--- src/rtl/pwm_pkg.sv ---
// pwm_pkg: shared definitions for the multi-channel PWM block.
//   MODE_EDGE / MODE_CENTER : counting-mode encoding of the 'center' input
//   duty_slice()            : extracts channel ch's compare value from the
//                             packed per-channel duty bus
package pwm_pkg;

    localparam logic MODE_EDGE   = 1'b0;
    localparam logic MODE_CENTER = 1'b1;

    // Upper bounds for the generic slice helper; callers size-cast in and out.
    localparam int DUTY_VEC_MAX = 1024;
    localparam int SLICE_MAX    = 32;

    function automatic logic [SLICE_MAX-1:0] duty_slice(
        input logic [DUTY_VEC_MAX-1:0] vec,
        input int                      ch,
        input int                      w
    );
        logic [DUTY_VEC_MAX-1:0] shifted;
        logic [SLICE_MAX-1:0]    mask;
        shifted = vec >> (ch * w);
        mask    = (w >= SLICE_MAX) ? '1 : ((SLICE_MAX'(1) << w) - SLICE_MAX'(1));
        return shifted[SLICE_MAX-1:0] & mask;
    endfunction

endpackage

--- src/rtl/pwm_prescaler.sv ---
// pwm_prescaler: divides clk down to a one-cycle tick every i_div+1 cycles.
//   clk, rst  : clock, synchronous active-high reset
//   i_clear   : holds the divider at 0 and suppresses the tick
//   i_div     : divisor minus one (0 = tick every cycle)
//   o_tick    : high on the cycle the divider reaches i_div
module pwm_prescaler #(
    parameter int PRE_WIDTH = 8
) (
    input  logic                 clk,
    input  logic                 rst,
    input  logic                 i_clear,
    input  logic [PRE_WIDTH-1:0] i_div,
    output logic                 o_tick
);

    logic [PRE_WIDTH-1:0] r_cnt;
    logic                 w_wrap;

    // '>=' rather than '==' so a divisor lowered below the running count
    // wraps at once instead of counting all the way around.
    assign w_wrap = (r_cnt >= i_div);
    assign o_tick = !i_clear && w_wrap;

    always_ff @(posedge clk) begin
        if (rst || i_clear) begin
            r_cnt <= '0;
        end else if (w_wrap) begin
            r_cnt <= '0;
        end else begin
            r_cnt <= r_cnt + 1'b1;
        end
    end

endmodule

--- src/rtl/pwm_multi.sv ---
// pwm_multi: multi-channel PWM with one shared period counter.
//   clk, rst     : clock, synchronous active-high reset
//   enable       : 1 runs the counter, 0 holds it idle (outputs low)
//   center       : 0 edge-aligned, 1 center-aligned; taken at period boundaries
//   prescale     : counter advances once every prescale+1 cycles
//   period       : requested terminal count
//   duty         : packed per-channel compare values, channel i at [i*WIDTH +: WIDTH]
//   load         : strobe capturing period/duty into the shadow registers
//   pending      : shadow holds values not yet applied
//   period_start : one-cycle pulse in the cycle after each period boundary
//   out          : registered PWM outputs
module pwm_multi
    import pwm_pkg::*;
#(
    parameter int WIDTH     = 16,
    parameter int CHANNELS  = 4,
    parameter int PRE_WIDTH = 8
) (
    input  logic                      clk,
    input  logic                      rst,
    input  logic                      enable,
    input  logic                      center,
    input  logic [PRE_WIDTH-1:0]      prescale,
    input  logic [WIDTH-1:0]          period,
    input  logic [CHANNELS*WIDTH-1:0] duty,
    input  logic                      load,
    output logic                      pending,
    output logic                      period_start,
    output logic [CHANNELS-1:0]       out
);

    // Active and shadow settings
    logic [WIDTH-1:0] r_p_act;
    logic [WIDTH-1:0] r_p_sh;
    logic [WIDTH-1:0] r_d_act [CHANNELS];
    logic [WIDTH-1:0] r_d_sh  [CHANNELS];
    logic             r_pending;

    // Counter state
    logic [WIDTH-1:0] r_cnt;
    logic             r_dir_dn;   // 1 while counting down in center mode
    logic             r_mode;     // mode latched at the last boundary
    logic             r_fresh;    // no boundary seen since reset/disable

    logic                r_period_start;
    logic [CHANNELS-1:0] r_out;

    logic                    w_tick;
    logic [WIDTH-1:0]        w_p_eff;
    logic                    w_going_dn;
    logic                    w_bnd;
    logic [WIDTH-1:0]        w_cnt_nxt;
    logic                    w_dir_nxt;
    logic                    w_apply;
    logic [CHANNELS-1:0]     w_cmp;
    logic [DUTY_VEC_MAX-1:0] w_duty_ext;

    assign w_duty_ext = DUTY_VEC_MAX'(duty);

    pwm_prescaler #(
        .PRE_WIDTH (PRE_WIDTH)
    ) u_prescaler (
        .clk     (clk),
        .rst     (rst),
        .i_clear (!enable),
        .i_div   (prescale),
        .o_tick  (w_tick)
    );

    // Next counter value and boundary detection. The first tick after
    // reset or enable is itself a boundary: it starts a period at 0.
    always_comb begin
        w_p_eff    = (r_p_act == '0) ? WIDTH'(1) : r_p_act;
        w_going_dn = 1'b0;
        w_bnd      = 1'b0;
        w_cnt_nxt  = r_cnt;
        w_dir_nxt  = r_dir_dn;
        if (w_tick) begin
            if (r_fresh) begin
                w_bnd     = 1'b1;
                w_cnt_nxt = '0;
                w_dir_nxt = 1'b0;
            end else if (r_mode == MODE_EDGE) begin
                if (r_cnt >= r_p_act) begin
                    w_bnd     = 1'b1;
                    w_cnt_nxt = '0;
                end else begin
                    w_cnt_nxt = r_cnt + 1'b1;
                end
            end else begin
                // Turning at the top is folded into the down step so the
                // terminal value is shown for a single tick only.
                w_going_dn = r_dir_dn || (r_cnt >= w_p_eff);
                if (w_going_dn) begin
                    if (r_cnt <= WIDTH'(1)) begin
                        w_bnd     = 1'b1;
                        w_cnt_nxt = '0;
                        w_dir_nxt = 1'b0;
                    end else begin
                        w_cnt_nxt = r_cnt - 1'b1;
                        w_dir_nxt = 1'b1;
                    end
                end else begin
                    w_cnt_nxt = r_cnt + 1'b1;
                    w_dir_nxt = 1'b0;
                end
            end
        end
    end

    // Shadow values reach the active set at a boundary, or at once while idle.
    assign w_apply = r_pending && (!enable || w_bnd);

    for (genvar g = 0; g < CHANNELS; g++) begin : g_cmp
        assign w_cmp[g] = (r_cnt < r_d_act[g]);
    end

    always_ff @(posedge clk) begin
        if (rst) begin
            r_cnt          <= '0;
            r_dir_dn       <= 1'b0;
            r_mode         <= MODE_EDGE;
            r_fresh        <= 1'b1;
            r_p_act        <= '0;
            r_p_sh         <= '0;
            r_pending      <= 1'b0;
            r_period_start <= 1'b0;
            r_out          <= '0;
            for (int i = 0; i < CHANNELS; i++) begin
                r_d_act[i] <= '0;
                r_d_sh[i]  <= '0;
            end
        end else begin
            if (!enable) begin
                r_cnt    <= '0;
                r_dir_dn <= 1'b0;
                r_fresh  <= 1'b1;
                r_mode   <= center;
            end else begin
                r_cnt    <= w_cnt_nxt;
                r_dir_dn <= w_dir_nxt;
                if (w_bnd) begin
                    r_mode  <= center;
                    r_fresh <= 1'b0;
                end
            end

            if (w_apply) begin
                r_p_act <= r_p_sh;
                r_d_act <= r_d_sh;
            end

            // A load in the apply cycle refills the shadow and keeps pending.
            if (load) begin
                r_p_sh <= period;
                for (int i = 0; i < CHANNELS; i++) begin
                    r_d_sh[i] <= WIDTH'(duty_slice(w_duty_ext, i, WIDTH));
                end
                r_pending <= 1'b1;
            end else if (w_apply) begin
                r_pending <= 1'b0;
            end

            r_period_start <= w_bnd;
            r_out          <= enable ? w_cmp : '0;
        end
    end

    assign pending      = r_pending;
    assign period_start = r_period_start;
    assign out          = r_out;

endmodule
--- config.mk ---
export PLATFORM = sky130hd
export DESIGN_NAME = pwm_multi
export DESIGN_NICKNAME = d
export VERILOG_FILES = /design/src/rtl/pwm_pkg.sv /design/src/rtl/pwm_prescaler.sv /design/src/rtl/pwm_multi.sv
export SDC_FILE = /design/constraint.sdc
export NUM_CORES = 1
export LEC_CHECK = 0
export CORE_AREA = 2 2 176 178
export DETAILED_ROUTE_END_ITERATION = 8
export DIE_AREA = 0 0 178 180
export GPL_TIMING_DRIVEN = 0
export HOLD_SLACK_MARGIN = 0.03
export SYNTH_ARGS = -nofsm -noshare
export SYNTH_HDL_FRONTEND = slang
export SYNTH_SLANG_ARGS = --single-unit
--- constraint.sdc ---
create_clock -name clk -period 3.9 [get_ports clk]
set_input_delay 0.975 -clock clk [delete_from_list [all_inputs] [get_ports clk]]
set_output_delay 0.975 -clock clk [all_outputs]
set_load 0.05 [all_outputs]
==> flow_summary_export.csv, run 1 <==
group,metric,value,unit
status,status,"finished clean",
pwr,ir_drop,0.000264,V
min_path,hold_depth,1,
yosys,synthSimpleGateAreaFrac,0.147,
placed_design,dpl.hpwl,19900,microns
yosys,synthTopCellsByArea,"dfxtp_1, mux2i_1, ha_1",
setup_path,worstPathRequired,4.21,ns
yosys,netlist_top_cells_count,"dfxtp_1, nor2_1, mux2i_1",
drt,dr_wl_met3,1080,microns
drt,num_vias,8318,
yosys,ys_ff_latch,193,
yosys,syn_avg_cell_area,9.08,sq um
clock_tree,clkTransAtPathRegs,0.08,ns
floorplan,fp.dieW,178,microns
layout,multi_input_comb_area,5710,sq um
setup_path,crit_type,"in2reg",
drt,wl_per_cell,16.0,microns
min_path,hp-class,"reg2reg",
setup_path,cp.arrival,3.71,ns
floorplan,initial_core_util,0.343,
clock_tree,clock_sinks,193,
clock_tree,cts_tree,"built",
drt,top_layer,"met4",
setup_path,critPathLaunchType,"input pin",
pwr,switchingPower,1.19,mW
layout,stdcell_count,1666,
drt,via_per_inst,4.99,
layout,nNetsFinal,1454,
timing,rsz0062_at_grt,"no",
drt,drc,0,
pwr,power,4.42,mW
setup_path,critPathCaptureType,"register",
timing,finalHoldViolCount,0,
drt,drt_pass1_iterations,5,
placed_design,dp.cells,1634,
layout,drive_above_1_share,0.0543,
layout,area_delta_synth_final,20.3,%
setup_path,critPathTopFamily,"compound AO/OA/AOI/OAI gates",
pwr,comb_power_share,0.109,
yosys,synth_top_family_by_area,"multiplexers",
layout,seqCellArea,3860,sq um
pwr,power_density,354,nW/um^2
timing,max-slew-margin-rel,0.223,
setup_path,critPathSlowestCell,"clkdlybuf4s50_1",
pwr,p_int,3.22,mW
yosys,synth.top_cell.area_share,0.373,
drt,drt_iter0_markers,396,
floorplan,dieHeight,180,microns
yosys,synth_fa_ha_area_frac,0.126,
grt,grt_pass1_wl,43000,microns
yosys,synth-edff-count,0,
min_path,hp-start,"u_prescaler.r_cnt[0]$_SDFF_PP0_",
timing,drv_slew,0,
setup_path,cpPeakStageDelay,0.45,ns
yosys,synthArstFlopShare,0,
min_path,hold_end,"u_prescaler.r_cnt[0]$_SDFF_PP0_",
setup_path,path_buf_inv,3,
clock_tree,cts-root-buf,"clkbuf_16",
floorplan,rows,64,
drt,wl_met1,12500,microns
timing,finalSetupTns,0,ns
timing,holdWs,0.459,ns
layout,n_antenna_cell,0,
clock_tree,numCtsBuffers,17,
setup_path,r2r_cells,9,
yosys,synth_area,10400,sq um
timing,layout_worst_path_cycle_share,0.873,
pwr,power_leakage,5.57,nW
layout,utilization,0.413,
pwr,p_seq_frac,0.471,
setup_path,r2r_end,"r_cnt[12]$_SDFFE_PP0P_",
yosys,synth-seq-area-share,0.373,
drt,wl,26600,microns
yosys,ys.flop_type,"dfxtp_1",
clock_tree,post_cts_resize_count,0,
yosys,synth_compound_area_frac,0.107,
pwr,p_sw_frac,0.270,
grt,grt_max_degree,22,
timing,fin_crit,3.40,ns
yosys,synth_xor_xnor_area_share,0.00592,
setup_path,crit_fanout,10,
grt,antenna_found_initial,0,
setup_path,cp_cell_sequence,"clkdlybuf4s50_1, inv_1, ha_1, o211a_1, a221o_1, o21ai_0, clkbuf_1, nor2_1, o211ai_1, a31oi_1",
grt,grt_pass1_vias,8171,
yosys,synth.area.mux_share,0.166,
drt,wl_met2,12500,microns
placed_design,gp_congestion,0.899,
yosys,yosys_warnings,0,
drt,antenna_left,0,
clock_tree,htreeDepth,4,
grt,gr-total-overflow,0,
setup_path,reg2reg_from,"r_cnt[7]$_SDFFE_PP0P_",
timing,timing.fmax,294,MHz
timing,fin_worst_skew,0.0175,ns
job,drv_cap,0,
layout,fill_cells,3023,
timing,worst_pin_slew,1.16,ns
yosys,synth.distinct_cells,70,
floorplan,dieArea,32000,sq um
grt,track_usage,0.171,
floorplan,pin_count,99,
pwr,clockPowerShare,0.420,
floorplan,core_area,30200,sq um
placed_design,portBuffers,97,
clock_tree,clockBufferDepth,2,
yosys,synthCells,1141,
setup_path,reg2reg_slack,0.50,ns
clock_tree,post_cts_buffers,0,
timing,setup_viol,0,
yosys,synth_top_cell_by_area,"dfxtp_1",
clock_tree,clock_latency,0.45,ns
clock_tree,ctsHoldBuffers,0,
yosys,syn_nets,1338,
-- routing by layer --
| metal | up-vias | GRT usage |
|---|---|---|
| met3 | 36 | 0.0319 |
| met4 | 0 | 0.0492 |
| met5 | - | 0 |
| met2 | 167 | 0.283 |
| met1 | 3905 | 0.225 |
| li1 | 4210 | - |
-- cells in the final DEF (no fill, tap or decap), types with 3 or more instances in the layout --
cell             count
ha_1               104
o31ai_1              4
a21boi_0             5
o211a_1              3
xor2_1               4
dfxtp_1            193
or4_1                6
nor2_1             193
buf_2                5
nor4_1              13
nand2_1             28
xnor2_1              3
a31oi_1              6
clkbuf_16           17
inv_8                3
clkinv_8             7
buf_1                7
a21o_1               9
a211oi_1            13
o211ai_1             5
nand3_1             28
o21ai_0             44
inv_1              113
nand2b_1             9
mux2_2               3
clkbuf_1            28
o21a_1              11
nor2b_1              6
nand4_1             10
o22ai_1              3
clkdlybuf4s50_1     97
a21oi_1             33
or2_2                4
buf_12               8
nor3_1              18
and3_1               4
inv_6                4
buf_4                3
mux2i_1            168
-- layout make-up --
cell class              instances  area share
plain buffers                  53      0.0290
clock buffers                  17      0.0341
clock inverters                15      0.0171
inverters                     113      0.0340
multi-input cells             782       0.458
flip-flops and latches        193       0.310
well taps                     396      0.0397
repair buffers                 97      0.0779
-- through the flow --
step,area (sq um),setup WS (ns)
2_1_floorplan,10400,0.922
3_3_place_gp,11800,0.0386
3_5_place_dp,11800,0.0207
4_1_cts,12500,0.481
5_1_grt,12500,0.281
6_report,12500,0.497
-- worst register-to-register path, delay by kind of cell, from the launching register on --
kind,cells,cell delay (ns)
compound gates,5,1.41
buf+inv,1,0.41
flops,1,0.82
simple gates,2,0.40
fa+ha+maj,1,0.24
-- cell families after synthesis --
| kind of cell | after synthesis |
|---|---|
| AOI/OAI and AO/OA | 166 |
| xor gates and xnor gates | 7 |
| adders and majority gates | 104 |
| buffers and inverters | 166 |
| DFF | 193 |
| muxes | 171 |
| and+or+nand+nor | 334 |
-- power groups by stage --
| stage | Combinational [mW] | Sequential, mW | Clock (mW) |
|---|---|---|---|
| detailed placement | 0.483 | 2.13 | 0 |
| floorplan | 0.292 | 2.12 | 0 |
| global placement | 0.477 | 2.13 | 0 |
| global route | 0.527 | 2.09 | 1.97 |
| finish | 0.481 | 2.08 | 1.85 |
| CTS | 0.486 | 2.08 | 1.90 |
-- how the worst max path moves through the flow --
| stage | from | end | slack, ns | depth (start not counted) |
|---|---|---|---|---|
| CTS | prescale[6] | r_cnt[12]$_SDFFE_PP0P_ | 0.48 | 10 |
| detailed placement | prescale[6] | r_cnt[4]$_SDFFE_PP0P_ | 0.02 | 10 |
| finish | prescale[6] | r_cnt[4]$_SDFFE_PP0P_ | 0.50 | 10 |
| global placement | prescale[6] | r_cnt[6]$_SDFFE_PP0P_ | 0.04 | 10 |
| floorplan | prescale[6] | r_cnt[10]$_SDFFE_PP0P_ | 0.92 | 9 |
| global route | r_cnt[7]$_SDFFE_PP0P_ | r_cnt[12]$_SDFFE_PP0P_ | 0.28 | 9 |
-- sequential cells by signal, summed over array words and instances, names as in the netlist --
name               count
r_d_act               64
r_d_sh                64
r_cnt                 16
r_p_act               16
r_p_sh                16
u_prescaler.r_cnt      8
out                    4
pending                1
period_start           1
r_dir_dn               1
r_fresh                1
r_mode                 1
Note: power is estimated with default switching activity, not from simulation.
==> inputs of run 2 (changes only) <==
Settings changed: SETUP_SLACK_MARGIN set to 0.4.
==> flow_summary_export.csv, run 2 (synthesis results as in run 1) <==
group,metric,value,unit
grt,grt_pass1_vias,8171,
grt,gr-total-overflow,0,
setup_path,cp.arrival,3.68,ns
layout,final_cell_mix,"nor2_1, dfxtp_1, mux2i_1",
min_path,hp-class,"reg2reg",
floorplan,initial_core_util,0.343,
grt,grtUsageMet2,0.283,
placed_design,portBuffers,97,
setup_path,crit_end,"r_cnt[14]$_SDFFE_PP0P_",
clock_tree,clockBufferDepth,2,
timing,finalHoldViolCount,0,
setup_path,reg2reg_slack,0.58,ns
timing,fin_crit,3.32,ns
job,drv_cap,0,
floorplan,dieArea,32000,sq um
layout,area_delta_synth_final,20.7,%
grt,antenna_found_initial,0,
min_path,hp-start,"u_prescaler.r_cnt[0]$_SDFF_PP0_",
setup_path,r2r_end,"r_d_act[13]$_SDFFE_PP0P_",
drt,drt_iter0_markers,391,
drt,wl,26600,microns
setup_path,crit_start,"prescale[6]",
setup_path,r2r_cells,12,
clock_tree,cts_tree,"built",
pwr,p_seq_frac,0.471,
placed_design,dpl.hpwl,19900,microns
layout,nNetsFinal,1456,
drt,drc,0,
pwr,ir_drop,0.000263,V
timing,drv_slew,0,
grt,grt_pass1_wl,43000,microns
pwr,power_leakage,5.59,nW
clock_tree,ctsHoldBuffers,0,
clock_tree,clock_sinks,193,
timing,finalSetupTns,0,ns
layout,mostFrequentLayoutCell,"nor2_1",
clock_tree,htreeDepth,4,
placed_design,gp_congestion,0.899,
floorplan,fp.dieW,178,microns
pwr,comb_power_share,0.109,
floorplan,core_area,30200,sq um
timing,setup_viol,0,
pwr,p_int,3.22,mW
setup_path,worstSetupPathDepth,8,
drt,antenna_left,0,
grt,use_met1,0.225,
layout,multi_input_comb_area,5730,sq um
floorplan,rows,64,
floorplan,dieHeight,180,microns
clock_tree,cts-root-buf,"clkbuf_16",
layout,seqCellArea,3870,sq um
setup_path,path_buf_inv,2,
drt,drt_pass1_iterations,5,
setup_path,worstPathRequired,4.26,ns
setup_path,critPathTopFamily,"compound AO/OA/AOI/OAI gates",
floorplan,pin_count,99,
setup_path,cp_cell_sequence,"clkdlybuf4s50_1, inv_1, ha_1, o211a_1, a221o_1, nor3_1, o21ai_0, o31ai_1",
drt,wl_per_cell,16.0,microns
timing,max-slew-margin-rel,0.231,
grt,grt_max_degree,22,
setup_path,crit_type,"in2reg",
timing,rsz0062_at_grt,"yes",
pwr,p_sw_frac,0.270,
clock_tree,clkTransAtPathRegs,0.08,ns
pwr,power_density,353,nW/um^2
timing,worst_pin_slew,1.15,ns
clock_tree,numCtsBuffers,17,
pwr,switchingPower,1.19,mW
timing,setup_slack,0.576,ns
grt,busiest_layer,"met2",
setup_path,critPathLaunchType,"input pin",
setup_path,critPathCaptureType,"register",
setup_path,cpPeakStageDelay,0.92,ns
placed_design,preCtsSetupSlack,0.0207,ns
grt,track_usage,0.171,
setup_path,reg2reg_from,"r_p_act[14]$_SDFFE_PP0P_",
timing,timing.fmax,301,MHz
timing,layout_worst_path_cycle_share,0.852,
timing,fin_worst_skew,0.0198,ns
layout,fill_cells,3013,
grt,met3_usage,0.0319,
drt,num_vias,8290,
layout,reg_top3,"r_d_act: 64 flops, r_d_sh: 64 flops",
drt,via_per_inst,4.97,
pwr,clockPowerShare,0.420,
status,status,"finished clean",
layout,drive_above_1_share,0.0653,
setup_path,crit_fanout,7,
clock_tree,clock_latency,0.45,ns
setup_path,critPathSlowestCell,"nor3_1",
layout,n_antenna_cell,0,
## run 2: changes by cell type in the layout (fill, tap and decap cells not counted), sizes merged
cell and delta:
buf +1, clkinvlp +1, inv -1, clkbuf +1
## run 2: timing repair
action / CTS / global route
setup buffers: 0 / 2
setup endpoints to repair: 0 / 68
gates resized for setup: 0 / 14
## run 2: power by group through the flow
stage               sequential [mW]  clock (mW)  combinational, mW
floorplan                      2.12           0              0.292
global placement               2.13           0              0.477
detailed placement             2.13           0              0.483
CTS                            2.08        1.90              0.486
global route                   2.09        1.97              0.527
finish                         2.08        1.85              0.481
## run 2: through the flow
stage,power (mW),hold WS [ns],std cells,utilization,instance area [sq um]
detailed placement,2.61,0.447,1634,0.392,11800
CTS,4.47,0.463,1666,0.413,12500
finish,4.42,0.459,1668,0.414,12500
floorplan,2.42,0.426,1141,-,10400
global route,4.59,0.503,1668,0.414,12500
global placement,2.60,0.441,1634,0.392,11800
## run 2: worst reg2reg max path: stages, from the launching register on
cell      delay [ns]
dfxtp_1         0.36
nor4_1          0.32
a41o_1          0.21
ha_1            0.22
nand2b_1        0.14
a2111o_1        0.45
a32oi_2         0.34
a21oi_2         0.12
o311ai_2        0.30
buf_6           0.28
buf_12          0.20
mux2i_1         0.21
nor2_1          0.05
## run 2: cell type report
type,count,share of cell area
buffer,53,0.0292
sequential,193,0.309
clock inverter,15,0.0170
tap,396,0.0396
clock buffer,17,0.0340
timing repair buffer,99,0.0788
inverter,113,0.0342
multi-input combinational,782,0.458
## run 2: per-layer routing
metal	routed length [microns]	up-vias
li1	-	4208
met1	12500	3894
met2	12500	150
met3	1080	38
met4	535	0
met5	0	-
## run 2: worst min path at each step
stage / endpoint / cells after the start
floorplan: u_prescaler.r_cnt[0]$_SDFF_PP0_ / 1
CTS: u_prescaler.r_cnt[0]$_SDFF_PP0_ / 1
detailed placement: u_prescaler.r_cnt[0]$_SDFF_PP0_ / 1
global placement: u_prescaler.r_cnt[0]$_SDFF_PP0_ / 1
global route: u_prescaler.r_cnt[0]$_SDFF_PP0_ / 1
finish: u_prescaler.r_cnt[0]$_SDFF_PP0_ / 1
